==> src/rtl/int_return_seq.sv <==
// ---------------------------------------------------------------------------
// int_return_seq
//   Interrupt-return sequencer. Keeps a stack of in-service interrupt levels
//   pushed by the entry controller. On RETI it injects INC_SP, POP_PC and a
//   settle NOP into the core instruction path, then pops the top level.
//
// Ports
//   CLK, RST         clock, synchronous active-high reset
//   entry_valid      push strobe from the entry controller
//   entry_level[7:0] level pushed with entry_valid (stored as-is)
//   reti             RETI pulse from the core decoder
//   clr_flags        clears sticky overflow/underflow (a same-cycle set wins)
//   Instruction      injected instruction word (NOP when not injecting)
//   busy             sequencer owns the instruction path
//   in_service       OR of all stacked levels
//   active_level     top-of-stack level, 0 when empty
//   depth            stack occupancy, 0..DEPTH
//   overflow         sticky: push attempted while full
//   underflow        sticky: reti while empty
// ---------------------------------------------------------------------------
module int_return_seq #(
  parameter int          DEPTH        = 8,
  parameter logic [28:0] INSTR_INC_SP = 29'h1600_0F01,
  parameter logic [28:0] INSTR_POP_PC = 29'h05FF_F001,
  parameter logic [28:0] INSTR_NOP    = 29'h0000_0000
) (
  input  logic                   CLK,
  input  logic                   RST,
  input  logic                   entry_valid,
  input  logic [7:0]             entry_level,
  input  logic                   reti,
  input  logic                   clr_flags,
  output logic [28:0]            Instruction,
  output logic                   busy,
  output logic [7:0]             in_service,
  output logic [7:0]             active_level,
  output logic [$clog2(DEPTH):0] depth,
  output logic                   overflow,
  output logic                   underflow
);

  localparam int AW = $clog2(DEPTH);
  localparam int DW = AW + 1;
  localparam logic [DW-1:0] DEPTH_C = DW'(DEPTH);

  localparam logic [1:0] S_IDLE    = 2'd0;
  localparam logic [1:0] S_INC_SP  = 2'd1;
  localparam logic [1:0] S_LOAD_PC = 2'd2;
  localparam logic [1:0] S_RETIRE  = 2'd3;

  logic [1:0]    state_q, state_d;
  logic [DW-1:0] depth_q, depth_d;
  logic          ovf_q, ovf_d, ovf_set;
  logic          unf_q, unf_d, unf_set;
  logic [7:0]    stack_q [DEPTH];

  logic          push, pop, full, empty;
  logic          wr_en;
  logic [AW-1:0] wr_idx, top_idx;

  assign empty   = (depth_q == '0);
  assign full    = (depth_q == DEPTH_C);
  // Only meaningful when not empty; the truncating cast drops the borrow.
  assign top_idx = AW'(depth_q - DW'(1));

  // -------------------------------------------------------------------------
  // Sequencer FSM. RETI is only looked at in IDLE, so a RETI that arrives
  // while a sequence is running is dropped silently.
  // -------------------------------------------------------------------------
  always_comb begin
    state_d = state_q;
    unf_set = 1'b0;
    case (state_q)
      S_IDLE: begin
        if (reti) begin
          if (!empty) state_d = S_INC_SP;
          else        unf_set = 1'b1;
        end
      end
      S_INC_SP:  state_d = S_LOAD_PC;
      S_LOAD_PC: state_d = S_RETIRE;
      S_RETIRE:  state_d = S_IDLE;
      default:   state_d = S_IDLE;
    endcase
  end

  // -------------------------------------------------------------------------
  // Stack pointer update. A pop and push in the same cycle overwrite the top
  // slot in place; the stack cannot be full after the pop, so overflow is not
  // raised then. The empty guard on pop keeps the pointer from wrapping.
  // -------------------------------------------------------------------------
  assign push = entry_valid;
  assign pop  = (state_q == S_RETIRE) && !empty;

  always_comb begin
    depth_d = depth_q;
    wr_en   = 1'b0;
    wr_idx  = depth_q[AW-1:0];
    ovf_set = 1'b0;
    if (push && pop) begin
      wr_en  = 1'b1;
      wr_idx = top_idx;
    end else if (push) begin
      if (!full) begin
        wr_en   = 1'b1;
        depth_d = depth_q + DW'(1);
      end else begin
        ovf_set = 1'b1;
      end
    end else if (pop) begin
      depth_d = depth_q - DW'(1);
    end
  end

  // Sticky flags: clear first, then a same-cycle set takes priority.
  assign ovf_d = (ovf_q & ~clr_flags) | ovf_set;
  assign unf_d = (unf_q & ~clr_flags) | unf_set;

  always_ff @(posedge CLK) begin
    if (RST) begin
      state_q <= S_IDLE;
      depth_q <= '0;
      ovf_q   <= 1'b0;
      unf_q   <= 1'b0;
    end else begin
      state_q <= state_d;
      depth_q <= depth_d;
      ovf_q   <= ovf_d;
      unf_q   <= unf_d;
    end
  end

  // Stack storage carries no reset; only slots below depth_q are ever read.
  always_ff @(posedge CLK) begin
    if (wr_en && !RST) stack_q[wr_idx] <= entry_level;
  end

  // -------------------------------------------------------------------------
  // Outputs
  // -------------------------------------------------------------------------
  always_comb begin
    case (state_q)
      S_INC_SP:  Instruction = INSTR_INC_SP;
      S_LOAD_PC: Instruction = INSTR_POP_PC;
      default:   Instruction = INSTR_NOP;
    endcase
  end

  assign busy = (state_q != S_IDLE);

  always_comb begin
    in_service = 8'h00;
    for (int i = 0; i < DEPTH; i++) begin
      if (DW'(i) < depth_q) in_service = in_service | stack_q[i];
    end
  end

  assign active_level = empty ? 8'h00 : stack_q[top_idx];
  assign depth        = depth_q;
  assign overflow     = ovf_q;
  assign underflow    = unf_q;

endmodule

==> config.mk <==
export PLATFORM = sky130hd
export DESIGN_NAME = int_return_seq
export DESIGN_NICKNAME = d
export VERILOG_FILES = /design/src/rtl/int_return_seq.sv
export SDC_FILE = /design/constraint.sdc
export NUM_CORES = 1
export LEC_CHECK = 0
export BUFFER_PORTS_ARGS = -buffer_cell sky130_fd_sc_hd__buf_2
export CORE_MARGIN = 2
export CORE_UTILIZATION = 50
export CTS_CLUSTER_SIZE = 40
export DETAILED_ROUTE_END_ITERATION = 8
export HOLD_SLACK_MARGIN = 0.08
export PLACE_DENSITY_LB_ADDON = 0.15
export REMOVE_ABC_BUFFERS = 1
export SLEW_MARGIN = 0
export SYNTH_ARGS = -nofsm -noshare
export SYNTH_HDL_FRONTEND = slang
export SYNTH_SLANG_ARGS = --single-unit
==> constraint.sdc <==
create_clock -name CLK -period 6.45 [get_ports CLK]
set_input_delay 1.29 -clock CLK [delete_from_list [all_inputs] [get_ports CLK]]
set_output_delay 1.29 -clock CLK [all_outputs]
set_load 0.01 [all_outputs]
# Word level (Yosys, flattened, before mapping)
# Memories as Yosys holds them, arrays and structs flattened.
# Cells that the tools add are included.
# classes
add_sub_neg	2
magnitude_cmp	8
eq_ne	7
n_mux	28
bitwise	13
n_reduce_logical	11
# op_table
cell	count
2-to-1 mux 8 bit	9
one-hot mux 29 bit (2 select lines)	1
OR 8 bit	7
less-than comparator 3 x 4 -> 1 bit, first input constant	4
2-to-1 mux 4 bit	3
2-to-1 mux 1 bit	11
less-than comparator 1 x 4 -> 1 bit, first input constant	2
less-than comparator 2 x 4 -> 1 bit, first input constant	2
one-hot mux 2 bit (4 select lines)	1
inequality test 2 bit, second input constant	3
adder 4 x 1 -> 4 bit, second input constant	1
== test 2 bit, second input constant	2
== test 4 bit, second input constant	1
zero test 4 bit	1
2-to-1 mux 2 bit	2
nonzero test 2 bit	2
subtractor 4 x 1 -> 4 bit, second input constant	1
logical AND 1 bit	3
2-to-1 mux 3 bit	1
AND reduction 3 bit	1
AND 1 bit	2
== test 2 x 1 -> 1 bit, second input constant	1
zero test 1 bit	2
zero test 2 bit	1
other kinds (3)	5
# word_totals
ff_bits	8
ramBits	64
output_inout_bits	52
word_cells	74
n_memories	1
# mem_list
memory	depth	word_bits	read_ports	rd_clocked_by_memory_dff	wr	line	text
stack_q	8	8	9	0	1	55	logic [7:0] stack_q [DEPTH];

# Longest topological paths before layout
# depth
depth_word	16
ltp_mapped	9
depth_no_buf	6

# Worst setup path before layout
# No wires, ideal clock.
# synth_path
path_type	register -> output
start	register depth_q[0], in the netlist depth[0]
end	output active_level[2]
t_arrival_ns	2.173
t_required_ns	5.160
setup_slack_ns	2.987
stages_incl_launch_ff	9
n_path_buf	3
cell_sequence	dfxtp_1 > buf_2 > buf_2 > inv_1 > ha_1 > buf_1 > mux4_2 > nand2_1 > a21oi_1
# synth_via
elab_chain_cells	3
word_cells_on_any_way	4
# synth_lines
element	line	text
start: declaration	52	logic [DW-1:0] depth_q, depth_d;
start signal: assignment	127	depth_q <= depth_d;
subtractor 4 x 1 -> 4 bit	n/a	
memory read (8 x 8 bit)	n/a	
2-to-1 mux 8 bit (*)	158	assign active_level = empty ? 8'h00 : stack_q[top_idx];
end: declaration	36	output logic [7:0] active_level,
# Every way passes the cells marked *; elsewhere a longest branch is shown, timed or not.

# Worst setup path in the final report
# layout_path
start	register depth_q[1], in the netlist depth[1]
end	output active_level[0]
# Same word-level chain as after synthesis.

==> metrics.csv <==
metric,value,unit
post_cts_buffers,0,
p_clk_share,20.8,%
synth_seq_cells,72,
grt_usage,23.3,%
postSynthCellCount,322,
cts_root_buf,clkbuf_8,
die_w,93.1,um
final_max_slew_viol_count,0,
fin_worst_skew,0.0118,ns
rows,32,
ys_warn_count,0,
total_power,1.70,mW
cts_buffers,9,
setup_viol,0,
status,"complete, no violations",
start_util,51.6,%
antenna_found_initial,0,
synth-edff-count,64,
synth.distinct_cells,56,
yosys-top-cells-area,"edfxtp_1, mux4_2, buf_4",
ys.flop_type,edfxtp_1,
yosysTopAreaCell,edfxtp_1,
die_y,93.1,um
maxCapViolCount,0,
hold_violations,0,
layoutNonFillerInstCount,460,
grt_overflow,0,
sequentialPowerShare,33.9,%
start_kind,register,
avgRoutedWirePerCell,20.9,um
place_hpwl,5980,um
cts_resized,0,
layout_commonest_cell,edfxtp_1,
required,5.16,ns
grt_max_degree,28,
rsz0062_at_grt,no,
pin_count,65,
final_cell_mix,"edfxtp_1, buf_2, nand2_1",
numPortBuffers,56,
hold_ws,0.457,ns
worstPathArrival,3.07,ns
grt_pass1_wl,14700,um
pwr-share-comb,45.3,%
syn-cell-area,0.00397,mm^2
drcViolationCount,0,
dpl.cell_count,444,
yosys.area.top_type_share,48.5,%
viasPerCell,6.21,
dp_slack,2.53,ns
via_count,2857,
syn_to_final_growth,9.03,%
fillCellCount,648,
p_int,1.03,mW
drive_gt1_share,26.3,%
coreArea,0.00769,mm^2
p_sw,0.669,mW
grt_pass1_vias,2668,
hold_path_class,register to register,
die_area,0.00866,mm^2
synth_top_family_by_area,compound AO/OA/AOI/OAI gates,
diodes,0,
routabilityCongestion,0.799,
end_kind,primary output,
slew-limit-headroom,22.3,%
clk_path_buf_depth,2,
ctsHoldBuffers,0,
fmax,0.230,GHz
wirelength,9610,um
tns,0,ns
peakVddDrop,0.000180,V
fin_crit_sh,67.5,%
cellPowerDensity,393,mW/mm^2
synth_compound_area_share,15.1,%
cts_sinks,72,
ant_nets,0,
tightest_slew,1.16,ns
yosys.area_share.simple,9.50,%
min_period,4.36,ns
power_switching_share,39.3,%
yosysSeqAreaShare,52.5,%
h-tree-depth,3,
layout.nets,374,
drtPass1Iterations,7,
setup_ws,2.09,ns
drtIter0Drc,254,
p_leak,1.60,nW
syn_area_per_cell,12.3,um^2
synthAdderAreaFrac,3.79,%
crit_type,register to primary output,
synthArstFlopShare,0,%
r2r_setup_slack,2.76,ns
synth_mux_area_share,9.59,%
synth-xor-area-share,1.26,%
cts_tree,done,
worstPathMaxFanout,23,
clk_latency,0.36,ns
clk_pin_slew,0.08,ns
==> cells by family after synthesis <==
logic type	Yosys count
compound gates	84
other cells	1
xor+xnor	4
buf+inv	54
fa+ha+maj	13
simple gates	76
mux	18
flops	72
==> path summary, 6_finish.rpt <==
path                                       startpoint  cells past startpoint                      end
worst max-delay path            depth[1]$_SDFFE_PP0P_                      6          active_level[0]
worst min-delay path              overflow$_SDFF_PP0_                      2      overflow$_SDFF_PP0_
worst max register to register  depth[1]$_SDFFE_PP0P_                      6  stack_q[3][7]$_DFFE_PP_
worst min register to register    overflow$_SDFF_PP0_                      2      overflow$_SDFF_PP0_
==> critical path: stages (launching register included) <==
cell and delay (ns):
dfxtp_1 0.72, inv_1 0.22, ha_1 0.95, mux4_2 0.35, nand2_1 0.05, a21oi_1 0.24
buf_2 0.17
==> power by group through the flow <==
| stage | combinational [mW] | clock, mW | sequential, mW |
|---|---|---|---|
| 2_1_floorplan | 0.475 | 0 | 0.600 |
| 4_1_cts | 0.772 | 0.354 | 0.576 |
| 3_3_place_gp | 0.762 | 0 | 0.586 |
| 3_5_place_dp | 0.769 | 0 | 0.587 |
| 6_report | 0.770 | 0.353 | 0.577 |
| 5_1_grt | 0.837 | 0.376 | 0.581 |
==> cells in the mapped netlist, types with 7 or more instances <==
cell type	number
mux4_2	16
o21ai_0	7
nor2_1	20
inv_1	7
ha_1	8
nand2_1	23
buf_4	28
clkbuf_1	10
nand3_1	8
edfxtp_1	64
a21oi_1	18
dfxtp_1	8
==> per-stage QoR <==
step / area [um^2] / util [%]
final: 4320 / 56.2
after global routing: 4320 / 56.2
after CTS: 4320 / 56.2
after detailed placement: 4140 / 53.8
after global placement: 4140 / 53.8
after floorplan: 3700 / -
==> registers in the layout (all words and copies together) (netlist names) <==
register   flops
stack_q       64
depth          4
overflow       1
state_q        2
underflow      1
==> metal layers <==
metal,track usage (%),wire [um],vias up
met5,0,0,-
met4,11.8,325,0
met3,4.75,774,26
met2,35.0,4320,165
met1,32.5,4190,1383
li1,-,-,1283
==> final cells by class <==
class | count | area [um^2] | area share, %
clock inverter | 6 | 60.1 | 1.39
multi-input combinational | 203 | 1590 | 36.8
tap | 102 | 128 | 2.95
timing repair buffer | 59 | 303 | 7.00
clock buffer | 10 | 128 | 2.95
sequential | 72 | 2080 | 48.2
inverter | 8 | 30.0 | 0.695
Note: power is estimated with default switching activity, not from simulation.
